$ cat config.mk
export PLATFORM = sky130hd
export DESIGN_NAME = trace_collector_flat
export DESIGN_NICKNAME = d
export VERILOG_FILES = /design/src/rtl/trace_collector_pkg.sv /design/src/rtl/trace_collector_if.sv /design/src/rtl/trace_collector_popcount.sv /design/src/rtl/trace_collector.sv /design/src/flat_wrapper.sv
export SDC_FILE = /design/constraint.sdc
export NUM_CORES = 1
export LEC_CHECK = 0
export CAP_MARGIN = 25
export CORE_UTILIZATION = 45
export DETAILED_ROUTE_END_ITERATION = 10
export GPL_TIMING_DRIVEN = 1
export MAX_ROUTING_LAYER = met4
export PLACE_DENSITY = 0.71
export SLEW_MARGIN = 20
export SYNTH_ARGS = -nofsm -noshare
export SYNTH_HDL_FRONTEND = slang
export SYNTH_SLANG_ARGS = --single-unit
$ cat constraint.sdc
create_clock -name clk -period 2.2 [get_ports clk]
set_clock_uncertainty 0.15 [all_clocks]
set_input_delay 0.44 -clock clk [delete_from_list [all_inputs] [get_ports clk]]
set_output_delay 0.44 -clock clk [all_outputs]
set_load 0.01 [all_outputs]
$ cat src/rtl/trace_collector_pkg.sv
// Shared types and size helpers for the trace collector: FSM state encoding
// and word-count derivations for the header and payload sections of a frame.
package trace_collector_pkg;

  typedef enum logic [2:0] {IDLE, WAIT, HDR, PAY, HD} state_t;

  function automatic int hdr_words(int sim_w, int word_w);
    return sim_w / word_w;
  endfunction

  function automatic int pay_words(int out_size, int word_w);
    return (out_size + word_w - 1) / word_w;
  endfunction

  // Width of a counter that must hold the values 0 .. n-1.
  function automatic int cnt_w(int n);
    return (n <= 1) ? 1 : $clog2(n);
  endfunction

endpackage

$ cat src/rtl/trace_collector_if.sv
// Word stream carrying trace frames out of the collector (valid/ready).
interface trace_collector_if #(parameter int WORD_W = 8);
  logic              m_valid;
  logic              m_ready;
  logic              m_last;
  logic [WORD_W-1:0] m_data;

  modport master (output m_valid, m_data, m_last, input m_ready);
  modport slave  (input m_valid, m_data, m_last, output m_ready);
endinterface

$ cat src/rtl/trace_collector_popcount.sv
// Combinational population count; used for the Hamming-distance word of a frame.
module trace_collector_popcount #(
  parameter  int W  = 20,
  localparam int CW = $clog2(W + 1)
) (
  input  logic [W-1:0]  bits,
  output logic [CW-1:0] count
);

  always_comb begin
    count = '0;
    for (int i = 0; i < W; i++) begin
      count = count + CW'(bits[i]);
    end
  end

endmodule

$ cat src/rtl/trace_collector.sv
// Captures dut_out CYCLES edges after start and streams {sim_cnt, capture[, HD]}.
// Define TRACE_COLLECTOR_HD_EN to append a Hamming-distance word to each frame.
module trace_collector
  import trace_collector_pkg::*;
#(
  parameter int OUT_SIZE = 20,
  parameter int CYCLES   = 4,
  parameter int WORD_W   = 8,
  parameter int SIM_W    = 16
) (
  input  logic                clk,
  input  logic                rst,
  input  logic                start,
  input  logic [OUT_SIZE-1:0] dut_out,
  trace_collector_if.master   stream,
  output logic                busy,
  output logic [SIM_W-1:0]    sim_cnt,
  output logic                overrun
);

  localparam int HDR_WORDS = hdr_words(SIM_W, WORD_W);
  localparam int PAY_WORDS = pay_words(OUT_SIZE, WORD_W);
`ifdef TRACE_COLLECTOR_HD_EN
  localparam int HD_WORDS = 1;
`else
  localparam int HD_WORDS = 0;
`endif
  localparam int TOTAL_WORDS = HDR_WORDS + PAY_WORDS + HD_WORDS;
  localparam int IDX_W       = cnt_w(TOTAL_WORDS);
  localparam int WAIT_W      = cnt_w(CYCLES);
  localparam int PAY_BITS    = PAY_WORDS * WORD_W;

  state_t              state;
  state_t              next_seg;
  logic [WAIT_W-1:0]   wait_cnt;
  logic [OUT_SIZE-1:0] cap;
  logic [IDX_W-1:0]    idx;
  logic [IDX_W-1:0]    next_idx;
  logic [PAY_BITS-1:0] cap_pad;
  logic [WORD_W-1:0]   words [TOTAL_WORDS];

`ifdef TRACE_COLLECTOR_HD_EN
  localparam int POP_W = $clog2(OUT_SIZE + 1);
  logic [OUT_SIZE-1:0] prev;
  logic [POP_W-1:0]    pop_cnt;

  trace_collector_popcount #(.W(OUT_SIZE)) u_popcount (
    .bits  (cap ^ prev),
    .count (pop_cnt)
  );
`endif

  assign busy = (state != IDLE);

  // Whole frame laid out as a flat word list; the FSM only walks an index.
  always_comb begin
    cap_pad  = PAY_BITS'(cap);
    next_idx = idx + IDX_W'(1);
    for (int h = 0; h < HDR_WORDS; h++) begin
      words[h] = sim_cnt[h*WORD_W +: WORD_W];
    end
    for (int p = 0; p < PAY_WORDS; p++) begin
      words[HDR_WORDS+p] = cap_pad[p*WORD_W +: WORD_W];
    end
`ifdef TRACE_COLLECTOR_HD_EN
    words[TOTAL_WORDS-1] = WORD_W'(pop_cnt);
`endif
    if (next_idx < IDX_W'(HDR_WORDS)) begin
      next_seg = HDR;
    end else if (next_idx < IDX_W'(HDR_WORDS + PAY_WORDS)) begin
      next_seg = PAY;
    end else begin
      next_seg = HD;
    end
  end

  always_ff @(posedge clk) begin
    if (rst) begin
      state          <= IDLE;
      wait_cnt       <= '0;
      cap            <= '0;
      idx            <= '0;
      sim_cnt        <= '0;
      overrun        <= 1'b0;
      stream.m_valid <= 1'b0;
      stream.m_data  <= '0;
      stream.m_last  <= 1'b0;
`ifdef TRACE_COLLECTOR_HD_EN
      prev           <= '0;
`endif
    end else begin
      overrun <= overrun | (start & busy);
      case (state)
        IDLE: begin
          if (start) begin
            state    <= WAIT;
            wait_cnt <= '0;
          end
        end
        WAIT: begin
          wait_cnt <= wait_cnt + 1'b1;
          if (wait_cnt == WAIT_W'(CYCLES - 1)) begin
            cap            <= dut_out;
            state          <= HDR;
            idx            <= '0;
            stream.m_valid <= 1'b1;
            stream.m_data  <= words[0];
            stream.m_last  <= 1'b0;
          end
        end
        default: begin
          // Next word is loaded on the transfer edge so a ready sink sees no bubbles.
          if (stream.m_valid && stream.m_ready) begin
            if (stream.m_last) begin
              state          <= IDLE;
              stream.m_valid <= 1'b0;
              stream.m_last  <= 1'b0;
              stream.m_data  <= '0;
              sim_cnt        <= sim_cnt + 1'b1;
`ifdef TRACE_COLLECTOR_HD_EN
              prev           <= cap;
`endif
            end else begin
              idx           <= next_idx;
              state         <= next_seg;
              stream.m_data <= words[next_idx];
              stream.m_last <= (next_idx == IDX_W'(TOTAL_WORDS - 1));
            end
          end
        end
      endcase
    end
  end

endmodule

$ cat src/flat_wrapper.sv
// flat-port wrapper written by rule: the top's interface ports become plain ports
module trace_collector_flat import trace_collector_pkg::*;
#(
  parameter int OUT_SIZE = 20,
  parameter int CYCLES   = 4,
  parameter int WORD_W   = 8,
  parameter int SIM_W    = 16
)
  (clk, rst, start, dut_out, busy, sim_cnt, overrun, stream_m_valid, stream_m_data, stream_m_last, stream_m_ready);
  trace_collector_if #(.WORD_W(WORD_W)) stream_i ();
  input  logic clk;
  input  logic rst;
  input  logic start;
  input  logic [OUT_SIZE-1:0] dut_out;
  output logic busy;
  output logic [SIM_W-1:0] sim_cnt;
  output logic overrun;
  output wire logic [$bits(stream_i.m_valid)-1:0] stream_m_valid;
  output wire logic [$bits(stream_i.m_data)-1:0] stream_m_data;
  output wire logic [$bits(stream_i.m_last)-1:0] stream_m_last;
  input wire logic [$bits(stream_i.m_ready)-1:0] stream_m_ready;
  assign stream_m_valid = stream_i.m_valid;
  assign stream_m_data = stream_i.m_data;
  assign stream_m_last = stream_i.m_last;
  assign stream_i.m_ready = stream_m_ready;
  trace_collector #(.OUT_SIZE(OUT_SIZE), .CYCLES(CYCLES), .WORD_W(WORD_W), .SIM_W(SIM_W)) u_core (.clk(clk), .rst(rst), .start(start), .dut_out(dut_out), .stream(stream_i), .busy(busy), .sim_cnt(sim_cnt), .overrun(overrun));
endmodule
=== Word-level counts from Yosys, hierarchy flattened ===
Index checks and enable logic that the tools add are counted.

* Register bits: 55
* Input port bits: 24
* Output and inout port bits: 28
* Word-level logic and storage cells: 69

* Add/sub/neg operators: 3
* $lt $le $gt $ge: 3
* Equality and inequality tests: 6
* Mux-type cells: 28
* Bitwise operators: 5
* Reductions and logical operators: 15

{| class="wikitable"
|+ Operators with widths
! cell !! number
|-
| $mux 8 || 5
|-
| $mux 3 || 9
|-
| $bmux 8 s3 || 1
|-
| $add 16x1->16 const B || 1
|-
| $pmux 8 s2 || 1
|-
| $pmux 3 s2 || 2
|-
| $reduce_and 3->1 || 3
|-
| $reduce_and 4->1 || 2
|-
| $mux 1 || 6
|-
| $reduce_bool 2->1 || 3
|-
| $reduce_bool 3->1 || 2
|-
| $ge 4x4->1 const B || 1
|-
| $ne 2x2->1 const B || 2
|-
| $not 3->4 || 1
|-
| $pmux 1 s2 || 2
|-
| $pmux 2 s2 || 1
|-
| $reduce_and 2->1 || 2
|-
| $add 3x1->3 const B || 1
|-
| $eq 3x1->1 const B || 1
|-
| $eq 3x3->1 const B || 1
|-
| $logic_not 3->1 || 1
|-
| $lt 3x2->1 const B || 1
|-
| $lt 3x3->1 const B || 1
|-
| $add 2x1->2 const B || 1
|-
| 8 further kinds || 9
|}

=== Longest topological paths before layout ===
* Word-level depth: 8
* Gate-level depth with buffers: 7
* Mapped depth without buffers: 5

=== Worst setup path before layout ===
No wires, ideal clock.

* Kind: reg-to-reg
* From: register u_core.idx[0]
* To: register u_core.stream.m_data[4]
* Library setup time: 0.125 ns
* Arrival: 1.684 ns
* Required time: 1.925 ns
* Setup slack: 0.241 ns
* Cell stages (with the launch flop): 6
* Path buffers: 1
* Period minus slack after synthesis: 1.959 ns
* Cell sequence: dfxtp_1 -> ha_1 -> buf_2 -> mux4_2 -> a221oi_1 -> nor3_1

* Longest elaborated chain between the ends: 8

{| class="wikitable"
|+ RTL lines
! what !! RTL line !! RTL
|-
| from (decl) || trace_collector.sv:37 || <nowiki>logic [IDX_W-1:0] idx;</nowiki>
|-
| from (signal assigned) || trace_collector.sv:124 || <nowiki>idx <= next_idx;</nowiki>
|-
| $add 3x1->3 || trace_collector.sv:58 || <nowiki>next_idx = idx + IDX_W'(1);</nowiki>
|-
| $not 3->4 (implied by the code) || trace_collector.sv:126 || <nowiki>stream.m_data <= words[next_idx];</nowiki>
|-
| $bmux 8 s3 || trace_collector.sv:126 ||
|-
| $mux 8 (implied by the code) (2 in a row) || trace_collector.sv:126 ||
|-
| $mux 8 || trace_collector.sv:114 || <nowiki>if (stream.m_last) begin</nowiki>
|-
| $mux 8 || trace_collector.sv:113 || <nowiki>if (stream.m_valid && stream.m_ready) begin</nowiki>
|-
| $pmux 8 s2 || trace_collector.sv:93 || <nowiki>case (state)</nowiki>
|-
| to (signal assigned) || trace_collector.sv:107 || <nowiki>stream.m_data <= words[0];</nowiki>
|-
| to (signal assigned) || trace_collector.sv:126 ||
|-
| to (decl) || trace_collector_if.sv:8 || <nowiki>modport master (output m_valid, m_data, m_last, input m_ready);</nowiki>
|}

Every way passes these cells. The select of a mux whose other input is x is not followed.
A chain may end at the register's enable or synchronous reset.

=== Worst setup path after layout ===
* From: register u_core.idx[1]
* To: register u_core.stream.m_data[7]

The elaborated chain is that of the path after synthesis.

==> results.yml <==
status:
  status: "finished, final reports clean"
routing:
  vias: 2253
  wire_per_inst_um: 14.2
  drcViolationCount: 0
  vias_per_cell: 5.42
  antenna_left: 0
  routed_wl_um: 5920
  drt_iter0_markers: 102
  drtPass1Iterations: 4
flow_run:
  maxCapViolations: 0
global_route:
  grt_max_degree: 56
  gr-total-overflow: 0
  antenna_found_initial: 0
  grt_usage_pct: 22.0
  grt_pass1_wl_um: 10100
  grt_pass1_vias: 2122
sta:
  timing.fmax_ghz: 0.486
  drv_slew: 0
  rsz0062_at_grt: "false"
  period_minus_slack_ns: 2.06
  relSlewSlack_pct: 61.9
  worstMarginPinSlew_ns: 0.571
  finalHoldViolations: 0
  fin_ws_ns: 0.143
  finalCritPeriodShare_pct: 93.5
  setup_viol: 0
cells_and_area:
  layout_common_cells: "55 x dfxtp_1, 51 x nand2_1, 49 x clkdlybuf4s50_1, 35 x a21oi_1, 25 x nor2_1"
  diodes: 0
  final_area_mm2: 0.00331
  multi_input_area_mm2: 0.00134
  syn_to_final_growth_pct: 29.0
  nFillCells: 506
  drive_gt1_share_pct: 13.7
  final_common_cell: "dfxtp_1"
  final_nets: 371
  layout.area.seq_mm2: 0.00110
floorplan:
  io_pins: 52
  initial_core_util_pct: 46.6
  core_mm2: 0.00551
  dieArea_mm2: 0.00601
  placementRows: 27
  die_x_um: 77.5
  dieHeight_um: 77.5
setup_path:
  crit_path_start: "u_core.idx[1]$_SDFFE_PP0P_"
  r2r_start: "u_core.idx[1]$_SDFFE_PP0P_"
  crit_type: "reg -> reg"
  arrival_ns: 2.09
  cp_max_fo: 6
  required_ns: 2.23
  critPathLaunchType: "flip-flop"
  r2r_setup_slack_ns: 0.14
  worst_setup_path_end_kind: "flip-flop"
cts:
  clockBufferDepth: 2
  numCtsBuffers: 5
  path_clk_slew_ns: 0.10
  cts_tree: "built"
  post_cts_buffers: 0
  clock_latency_ns: 0.31
  h-tree-depth: 2
  holdBufCountCts: 0
  clock_sinks: 55
  cts_resized: 1
  root_buffer: "clkbuf_8"
logic_synthesis:
  netlist_area_mm2: 0.00257
  yosys.area.top_type: "dfxtp_1"
  synth.area.top_cells: "dfxtp_1 43%, nand2_1 7.5%, mux4_2 7.0%"
  syn_avg_cell_area_um2: 9.07
  synth.distinct_cells: 44
  synth.top_cell.area_share_pct: 42.9
  seq_area_frac_synth_pct: 42.9
  synth-seq-cells: 55
  synth_nets: 311
  netlist_instances: 283
  yosys_warnings: 0
pwr:
  switching_power_uw: 395
  power_switching_share_pct: 23.3
  power.share.clock_pct: 32.6
  power_density_mw_per_mm2: 511
  comb_power_share_pct: 7.7
  p_seq_share_pct: 59.8
  vdd.ir_drop.worst_mv: 0.313
  p_int_uw: 1300
  p_leak_uw: 0.00116
min_path:
  hold_start: "u_core.cap[10]$_SDFFE_PP0P_"
  hold_class: "reg -> reg"
place:
  placedInstanceArea_mm2: 0.00323
  pre_cts_ws_ns: -0.00907
  hpwlAfterDp_um: 4370
  port_buffers: 51
  gp_congestion: 0.867
[worst max-delay path, stage by stage (launching register included)]
cell	delay (ns)
dfxtp_1	0.34
ha_2	0.44
mux4_2	0.54
a221oi_1	0.37
nor3_1	0.09
[registers in the layout (all words and copies together), names as in the netlist]
register               flops
u_core.idx                 3
u_core.cap                20
u_core.stream.m_valid      1
u_core.stream.m_data       8
u_core.overrun             1
u_core.wait_cnt            2
u_core.sim_cnt            16
u_core.stream.m_last       1
u_core.state               3
[cells by family (layout without fill, tap and decap cells)]
family | count (synthesis) | count (layout) | share of synthesized area (%)
and+or+nand+nor | 116 | 116 | 23.1
AOI/OAI and AO/OA | 67 | 67 | 15.9
DFF | 55 | 55 | 42.9
buffers and inverters | 22 | 83 | 4.97
muxes | 11 | 11 | 8.19
xor gates and xnor gates | 8 | 8 | 3.02
adders and majority gates | 4 | 4 | 1.95
[synth_stat cells, drive strengths merged]
cell type	instances
xor2	6
and3	2
buf	6
nor3b	1
o2111ai	1
nand4bb	1
mux4	8
a22oi	1
a221oi	8
nor4b	1
and2	3
xnor2	2
or3	9
and4	2
inv	4
nor3	8
nand2	51
a2bb2oi	1
nand2b	2
o22ai	1
ha	4
nand4	5
a211oi	6
o311a	1
o211ai	1
o2111a	1
o21ai	10
dfxtp	55
a32oi	1
a21oi	35
nor2	25
clkbuf	12
nand3	6
mux2i	3
[metrics by stage]
step	utilization (%)	setup TNS (ns)	hold WS, ns	total power, uW	std cells
after CTS	60.1	0	0.313	1710	416
final	60.1	0	0.307	1690	416
after global routing	60.1	0	0.336	1760	416
after detailed placement	58.6	-0.00907	0.300	1170	408
after floorplan	-	0	0.281	1090	283
after global placement	58.6	0	0.292	1170	408
[layout make-up]
class                           instances  share of cell area (%)
Multi-Input combinational cell        206                    40.5
Sequential cell                        55                    33.2
Timing Repair Buffer                   71                    20.5
Tap cell                               72                    2.72
Clock buffer                            6                    2.19
Inverter                                4                   0.453
Clock inverter                          2                   0.378
[metal layers]
layer | vias up | track usage (%) | wire (um)
li1 | 1130 | - | -
met3 | 5 | 4.47 | 347
met5 | - | - | 0
met1 | 1054 | 29.4 | 2770
met4 | 0 | 6.79 | 50
met2 | 64 | 33.6 | 2750
[path summary, 6_finish.rpt]
path	endpoint	cells past startpoint
min reg2reg	u_core.cap[10]$_SDFFE_PP0P_	2
max reg2reg	u_core.stream.m_data[7]$_SDFFE_PP0P_	4
max	u_core.stream.m_data[7]$_SDFFE_PP0P_	4
min	u_core.cap[10]$_SDFFE_PP0P_	2
[power groups by stage]
stage	Combinational [uW]	Sequential, uW	Clock (uW)
floorplan	60.4	1030	0
finish	130	1010	551
global placement	131	1030	0
CTS	130	1010	565
detailed placement	132	1040	0
global route	142	1010	603
Power figures use the tool's default switching activity.
